**src/rtl/samplerenctrl_pkg.sv**
```systemverilog
// -----------------------------------------------------------------------------
// samplerenctrl_pkg
// Shared definitions for the sampler enable controller.
//   - Default widths for the divider, the burst/sample counter and warm-up.
//   - 2-bit state encoding used by the controller FSM and its debug output.
// -----------------------------------------------------------------------------
package samplerenctrl_pkg;

    localparam int DEF_DIV_W = 8;
    localparam int DEF_CNT_W = 16;
    localparam int DEF_WUP_W = 4;

    typedef enum logic [1:0] {
        ST_IDLE   = 2'd0,
        ST_WARMUP = 2'd1,
        ST_RUN    = 2'd2,
        ST_DONE   = 2'd3
    } state_e;

    // busy is reported whenever a run is actively in progress.
    function automatic logic is_busy_state(input state_e s);
        return (s == ST_WARMUP) || (s == ST_RUN);
    endfunction

endpackage

```
**src/rtl/samplerenctrl_divider.sv**
```systemverilog
// -----------------------------------------------------------------------------
// samplerenctrl_divider
// Clearable modulo counter with a terminal-count tick. Used both as the
// sample-period divider and as the warm-up timer.
// Ports:
//   clk, rst_n : clock, asynchronous active-low reset
//   clr        : synchronous clear of the count (takes priority over en)
//   en         : count enable
//   term       : terminal count; the counter wraps to 0 after reaching it
//   tick       : high in the cycle the enabled counter equals term
// -----------------------------------------------------------------------------
module samplerenctrl_divider #(
    parameter int W = 8
) (
    input  logic         clk,
    input  logic         rst_n,
    input  logic         clr,
    input  logic         en,
    input  logic [W-1:0] term,
    output logic         tick
);

    logic [W-1:0] cnt_q;
    logic [W-1:0] cnt_d;
    logic         at_term;

    assign at_term = (cnt_q == term);
    assign tick    = en && !clr && at_term;

    always_comb begin
        cnt_d = cnt_q;
        if (clr) begin
            cnt_d = '0;
        end else if (en) begin
            cnt_d = at_term ? '0 : cnt_q + W'(1);
        end
    end

    always_ff @(posedge clk or negedge rst_n) begin
        if (!rst_n) begin
            cnt_q <= '0;
        end else begin
            cnt_q <= cnt_d;
        end
    end

endmodule

```
**src/rtl/samplerenctrl.sv**
```systemverilog
// -----------------------------------------------------------------------------
// samplerenctrl
// Sampler-domain run controller. A rising edge of the synchronized enable
// starts a run: optional warm-up, then paced sample requests (req/ack) until
// the programmed burst length is reached (or forever when it is 0).
// Ports:
//   clk_sampler, rst_sampler_n_sync           : clock, async active-low reset
//   clksamplerensync_..._clksampleren_r_sync  : enable level (en)
//   samplertop_samplerenctrl_div              : sample period minus 1
//   samplertop_samplerenctrl_nsamples         : burst length, 0 = continuous
//   samplertop_samplerenctrl_warmup           : warm-up cycles before RUN
//   sampler_samplerenctrl_ack                 : single-cycle ack of req
//   samplerenctrl_sampler_req                 : sample request level
//   samplerenctrl_samplertop_busy/done        : run status
//   samplerenctrl_samplertop_overrun          : sticky dropped-tick flag
//   samplerenctrl_samplertop_cnt              : samples issued this run
//   samplerenctrl_dbg_state                   : current FSM state (debug)
// Handshake: req is a level held from the clock after an accepted tick until
// the clock after a cycle in which ack is sampled high; ack while req is low
// is ignored. An ack coinciding with a new tick keeps req high and counts as
// both the completion of the old request and the start of a new one.
// All outputs are registered.
// -----------------------------------------------------------------------------
module samplerenctrl
    import samplerenctrl_pkg::*;
#(
    parameter int DIV_W = DEF_DIV_W,
    parameter int CNT_W = DEF_CNT_W,
    parameter int WUP_W = DEF_WUP_W
) (
    input  logic             clk_sampler,
    input  logic             rst_sampler_n_sync,
    input  logic             clksamplerensync_samplerenctrl_clksampleren_r_sync,
    input  logic [DIV_W-1:0] samplertop_samplerenctrl_div,
    input  logic [CNT_W-1:0] samplertop_samplerenctrl_nsamples,
    input  logic [WUP_W-1:0] samplertop_samplerenctrl_warmup,
    input  logic             sampler_samplerenctrl_ack,
    output logic             samplerenctrl_sampler_req,
    output logic             samplerenctrl_samplertop_busy,
    output logic             samplerenctrl_samplertop_done,
    output logic             samplerenctrl_samplertop_overrun,
    output logic [CNT_W-1:0] samplerenctrl_samplertop_cnt,
    output state_e           samplerenctrl_dbg_state
);

    logic en;
    logic ack;

    assign en  = clksamplerensync_samplerenctrl_clksampleren_r_sync;
    assign ack = sampler_samplerenctrl_ack;

    state_e           state_q,   state_d;
    logic             en_q,      en_d;
    logic             req_q,     req_d;
    logic             busy_q,    busy_d;
    logic             done_q,    done_d;
    logic             overrun_q, overrun_d;
    logic [CNT_W-1:0] cnt_q,     cnt_d;
    logic [DIV_W-1:0] div_sh_q,  div_sh_d;
    logic [CNT_W-1:0] ns_sh_q,   ns_sh_d;
    logic [WUP_W-1:0] wup_sh_q,  wup_sh_d;

    logic start;
    logic full;
    logic wup_tick;
    logic run_tick;

    // A run starts only on a 0->1 transition of en.
    assign start = en && !en_q;

    // Burst reached: further ticks are suppressed without flagging overrun.
    assign full = (ns_sh_q != '0) && (cnt_q == ns_sh_q);

    // Warm-up timer: held at 0 outside WARMUP, terminal count warmup-1 so
    // WARMUP lasts exactly warmup cycles (never entered with warmup = 0).
    samplerenctrl_divider #(
        .W (WUP_W)
    ) u_wup_timer (
        .clk   (clk_sampler),
        .rst_n (rst_sampler_n_sync),
        .clr   (state_q != ST_WARMUP),
        .en    (state_q == ST_WARMUP),
        .term  (wup_sh_q - WUP_W'(1)),
        .tick  (wup_tick)
    );

    // Sample-period divider: held at 0 outside RUN so it starts from 0 on
    // RUN entry; first tick lands on RUN cycle index div_sh.
    samplerenctrl_divider #(
        .W (DIV_W)
    ) u_div (
        .clk   (clk_sampler),
        .rst_n (rst_sampler_n_sync),
        .clr   (state_q != ST_RUN),
        .en    (state_q == ST_RUN),
        .term  (div_sh_q),
        .tick  (run_tick)
    );

    always_comb begin
        state_d   = state_q;
        en_d      = en;
        req_d     = req_q;
        cnt_d     = cnt_q;
        overrun_d = overrun_q;
        div_sh_d  = div_sh_q;
        ns_sh_d   = ns_sh_q;
        wup_sh_d  = wup_sh_q;

        case (state_q)
            ST_IDLE: begin
                req_d = 1'b0;
                if (start) begin
                    div_sh_d  = samplertop_samplerenctrl_div;
                    ns_sh_d   = samplertop_samplerenctrl_nsamples;
                    wup_sh_d  = samplertop_samplerenctrl_warmup;
                    cnt_d     = '0;
                    overrun_d = 1'b0;
                    state_d   = (samplertop_samplerenctrl_warmup == '0) ? ST_RUN : ST_WARMUP;
                end
            end

            ST_WARMUP: begin
                if (!en) begin
                    state_d = ST_IDLE;
                end else if (wup_tick) begin
                    state_d = ST_RUN;
                end
            end

            ST_RUN: begin
                if (!en) begin
                    // Abort beats a coincident tick; outstanding req is dropped.
                    state_d = ST_IDLE;
                    req_d   = 1'b0;
                end else if (full) begin
                    if (!req_q) begin
                        state_d = ST_DONE;
                    end else if (ack) begin
                        req_d = 1'b0;
                    end
                end else if (run_tick) begin
                    if (!req_q || ack) begin
                        req_d = 1'b1;
                        if (cnt_q != {CNT_W{1'b1}}) begin
                            cnt_d = cnt_q + CNT_W'(1);
                        end
                    end else begin
                        overrun_d = 1'b1;
                    end
                end else if (ack) begin
                    req_d = 1'b0;
                end
            end

            ST_DONE: begin
                req_d = 1'b0;
                if (!en) begin
                    state_d = ST_IDLE;
                end
            end

            default: begin
                state_d = ST_IDLE;
                req_d   = 1'b0;
            end
        endcase

        busy_d = is_busy_state(state_d);
        done_d = (state_d == ST_DONE);
    end

    always_ff @(posedge clk_sampler or negedge rst_sampler_n_sync) begin
        if (!rst_sampler_n_sync) begin
            state_q   <= ST_IDLE;
            en_q      <= 1'b0;
            req_q     <= 1'b0;
            busy_q    <= 1'b0;
            done_q    <= 1'b0;
            overrun_q <= 1'b0;
            cnt_q     <= '0;
            div_sh_q  <= '0;
            ns_sh_q   <= '0;
            wup_sh_q  <= '0;
        end else begin
            state_q   <= state_d;
            en_q      <= en_d;
            req_q     <= req_d;
            busy_q    <= busy_d;
            done_q    <= done_d;
            overrun_q <= overrun_d;
            cnt_q     <= cnt_d;
            div_sh_q  <= div_sh_d;
            ns_sh_q   <= ns_sh_d;
            wup_sh_q  <= wup_sh_d;
        end
    end

    assign samplerenctrl_sampler_req        = req_q;
    assign samplerenctrl_samplertop_busy    = busy_q;
    assign samplerenctrl_samplertop_done    = done_q;
    assign samplerenctrl_samplertop_overrun = overrun_q;
    assign samplerenctrl_samplertop_cnt     = cnt_q;
    assign samplerenctrl_dbg_state          = state_q;

endmodule

```
**config.mk**
```make
export PLATFORM = sky130hd
export DESIGN_NAME = samplerenctrl
export DESIGN_NICKNAME = d
export VERILOG_FILES = /design/src/rtl/samplerenctrl_pkg.sv /design/src/rtl/samplerenctrl_divider.sv /design/src/rtl/samplerenctrl.sv
export SDC_FILE = /design/constraint.sdc
export NUM_CORES = 1
export LEC_CHECK = 0
export CORE_ASPECT_RATIO = 0.6
export CORE_UTILIZATION = 25
export DETAILED_ROUTE_END_ITERATION = 8
export RECOVER_POWER = 25
export SLEW_MARGIN = 30
export SYNTH_ARGS = -nofsm -noshare
export SYNTH_HDL_FRONTEND = slang
export SYNTH_SLANG_ARGS = --single-unit
```
**constraint.sdc**
```tcl
create_clock -name clk_sampler -period 2.7 [get_ports clk_sampler]
set_input_delay 0.54 -clock clk_sampler [delete_from_list [all_inputs] [get_ports clk_sampler]]
set_output_delay 0.54 -clock clk_sampler [all_outputs]
set_load 0.01 [all_outputs]
```
==> metrics.yaml, run 1 <==
layout:
  final_cell_mix: "dfrtp_1, clkdlybuf4s50_1, mux2_2"
  drive_above_1_share_pct: 16.19
  final_common_cell: "dfrtp_1"
  antennaDiodeCount: 0
  syn_to_final_growth_pct: 34.16
  finalNetCount: 419
  n_fill_cell: 1290
critical_path:
  crit_buf_inv: 1
  slowest_stage: "or4_1"
  crit_path_max_incr_delay_ns: 0.57
  rrSetupSlack_ns: 0.13
  crit_type: "register to register"
  crit_path_start_kind: "register"
  cp.required_ns: 2.95
  crit_chain: "nor4_1 -> buf_4 -> nand4_1 -> nor3b_1 -> and3_1 -> or4_1 -> a21oi_1"
  critPathArrivalTime_ns: 2.81
  cp-end-kind: "register"
  crit_family: "simple AND/OR/NAND/NOR gates"
  crit_path_max_fanout: 24
synthesis:
  synthCells: 311
  yosysWarnings: 0
  ys_ff_latch: 63
  syn_area_um2: 3344
  ys_seq_area_share_pct: 47.14
  synth_area_per_cell_um2: 10.75
  ys_types: 42
  syn_nets: 352
floorplan:
  die_h_um: 91.59
  rows: 32
  die_w_um: 151.3
  start_util_pct: 25.86
  ioPinCount: 54
  dieArea_um2: 13860
  fp.coreArea_um2: 12930
grt:
  grtUsageTotal_pct: 14.20
  first_global_vias: 2692
  grt_max_degree: 37
  grt_pass1_wl_um: 14560
  antenna_found_initial: 0
  grt-ovfl-total: 0
power_and_ir_drop:
  p_sw_share_pct: 32.75
  power.switching_uw: 1379
  comb_power_share_pct: 31.2
  p_leak_uw: 0.001831
  power_frac_seq_pct: 36.6
  clock_power_share_pct: 32.2
  p_per_area_nw_per_um2: 938.6
  ir_drop_uv: 390.0
  intPower_uw: 2832
place:
  gp_congestion: 0.8347
  hpwlAfterDp_um: 6677
  io_buffers: 53
routing:
  drt_drc_violations_left: 0
  dr.pass1.iters: 4
  routedWlPerCell_um: 16.38
  dr_total_vias: 2701
  drt_iter0_drc: 212
  antenna_left: 0
  post_drt_via_cell_ratio: 4.884
  drt_wl_total_um: 9058
timing:
  setup_violations: 0
  slew_violations: 28
  holdWs_ns: 0.4969
  fmax_mhz: 389.8
  tightest_slew_ns: 1.670
  rsz0062_at_grt: "no"
  final_min_period_over_clock_period_pct: 95.02
  relSlewSlack_pct: -11.30
  fin_tns_setup_ns: 0
  hold_viol: 0
  fin_crit_ns: 2.566
  skew_ns: 0.007156
clock_network:
  cts_max_path_buffers: 2
  cts_root_buffer: "clkbuf_16"
  clkTransAtPathRegs_ns: 0.06
  cts_max_level: 3
  clock-sinks: 63
  cts_tree: "yes"
  clk_latency_ns: 0.33
  hold_buffers: 0
  cts_made_buffers: 9
hold_path:
  min_path_type: "register to register"
run:
  drv_cap: 1
run_status:
  failed_checks: "max-capacitance violations, max-slew violations"
  status: "finished, violations left"
==> flip-flops by register name, summed over array words and instances, names as in the netlist <==
name                              count
div_sh_q                              8
u_div.cnt_q                           8
samplerenctrl_samplertop_overrun      1
samplerenctrl_samplertop_done         1
samplerenctrl_samplertop_cnt         16
samplerenctrl_samplertop_busy         1
samplerenctrl_dbg_state               2
ns_sh_q                              16
wup_sh_q                              4
u_wup_timer.cnt_q                     4
samplerenctrl_sampler_req             1
en_q                                  1
==> cell type report <==
class / count / area [µm²] / area share [%]
well taps: 170 / 212.7 / 4.741
flip-flops and latches: 63 / 1577 / 35.14
clock buffers: 11 / 242.7 / 5.410
repair buffers: 67 / 638.1 / 14.22
clock inverters: 5 / 105.1 / 2.342
multi-input cells: 228 / 1678 / 37.40
inverters: 9 / 33.78 / 0.7529
==> worst register-to-register path, cell delays in order, from the launching register on <==
cell and delay [ns]:
dfrtp_1 0.42, nor4_1 0.30, buf_4 0.19, nand4_1 0.17
nor3b_1 0.21, and3_1 0.45, or4_1 0.57, a21oi_1 0.17
==> path summary, 6_finish.rpt <==
check | from | to | depth (start not counted)
worst max-delay path | ns_sh_q[11] | samplerenctrl_samplertop_cnt[12] | 7
worst min-delay path | u_wup_timer.cnt_q[0] | u_wup_timer.cnt_q[0] | 1
worst max register to register | ns_sh_q[11] | samplerenctrl_samplertop_cnt[12] | 7
worst min register to register | u_wup_timer.cnt_q[0] | u_wup_timer.cnt_q[0] | 1
max in group asynchronous | rst_sampler_n_sync | samplerenctrl_samplertop_cnt[9] | 1
min in group asynchronous | rst_sampler_n_sync | div_sh_q[4] | 1
==> layer usage <==
layer	part of all wire [%]	track usage [%]	vias up
li1	-	-	1265
met1	50	21.16	1333
met2	41	19.18	95
met3	7.8	4.171	8
met4	1.0	4.500	0
met5	0	0	-
==> synth_stat cells (all sizes together) <==
library cell  count  share of area [%]
xnor3             1               0.67
ha                9                3.4
and4              1               0.34
a31o              1               0.26
dfrtp            63                 47
and3              6                1.1
o21bai            1               0.22
nor3b             3               0.67
a221o             2               0.60
xnor2            20                5.2
nand4             8                1.5
nor2             26                2.9
nand2            16                1.8
clkbuf            6               0.67
o21ai             4               0.60
a41o              2               0.60
o21a              1               0.22
inv               9                1.0
a21o              1               0.22
nor2b             3               0.56
mux2             29                9.8
a41oi             2               0.52
or2               1               0.19
mux2i             2               0.60
nand2b            2               0.37
buf               5                1.1
xor2             16                4.2
o22ai             1               0.19
o211ai            2               0.45
and4b             1               0.30
or4              11                2.5
and2              1               0.19
nor3              3               0.45
nand3b            1               0.60
a21oi            13                1.9
nor4              6                1.1
o2111ai           1               0.26
or3               1               0.19
nand3            18                2.7
o31ai            12                2.7
==> power groups by stage <==
stage	logic [µW]	registers [µW]	clock network [µW]
3_3_place_gp	1260	1540	0
6_report	1310	1540	1360
5_1_grt	1450	1590	1420
3_5_place_dp	1310	1550	0
4_1_cts	1320	1540	1380
2_1_floorplan	899	1460	0
==> metrics by stage <==
| step | cell area [µm²] | utilization [%] | total power [µW] | cells | setup slack [ns] |
|---|---|---|---|---|---|
| after floorplan | 3344 | - | 2354 | 311 | 0.3984 |
| after global placement | 4141 | 32.02 | 2803 | 537 | 0.1322 |
| after detailed placement | 4141 | 32.02 | 2857 | 537 | 0.07276 |
| after CTS | 4489 | 34.71 | 4234 | 553 | 0.1865 |
| after global routing | 4487 | 34.69 | 4455 | 553 | 0.009311 |
| final | 4487 | 34.69 | 4211 | 553 | 0.1345 |
==> kinds of logic (layout without fill, tap and decap cells) <==
logic type	count (synthesis)	count (layout)	share of synthesized area, %
simple gates	108	108	17.47
xor+xnor	37	37	10.10
mux	31	31	10.36
fa+ha+maj	9	9	3.367
flops	63	63	47.14
buf+inv	20	92	2.768
compound gates	43	43	8.792
==> what timing repair did <==
item	CTS	global route
gates resized for setup	0	1
hold endpoints to repair	0	0
buffers inserted	0	0
setup endpoints to repair	0	2
Power figures use the tool's default switching activity.
==> inputs of run 2 (changes only) <==
--- a/config.mk
+++ b/config.mk
@@ -5,8 +5,10 @@
 export SDC_FILE = /design/constraint.sdc
 export NUM_CORES = 1
 export LEC_CHECK = 0
+export ABC_CLOCK_PERIOD_IN_PS = 2700
 export CORE_ASPECT_RATIO = 0.6
 export CORE_UTILIZATION = 25
+export CTS_CLUSTER_SIZE = 20
 export DETAILED_ROUTE_END_ITERATION = 8
 export RECOVER_POWER = 25
 export SLEW_MARGIN = 30
==> results of run 2 <==
No change in the layout: final DEF, timing and power equal those of run 1.
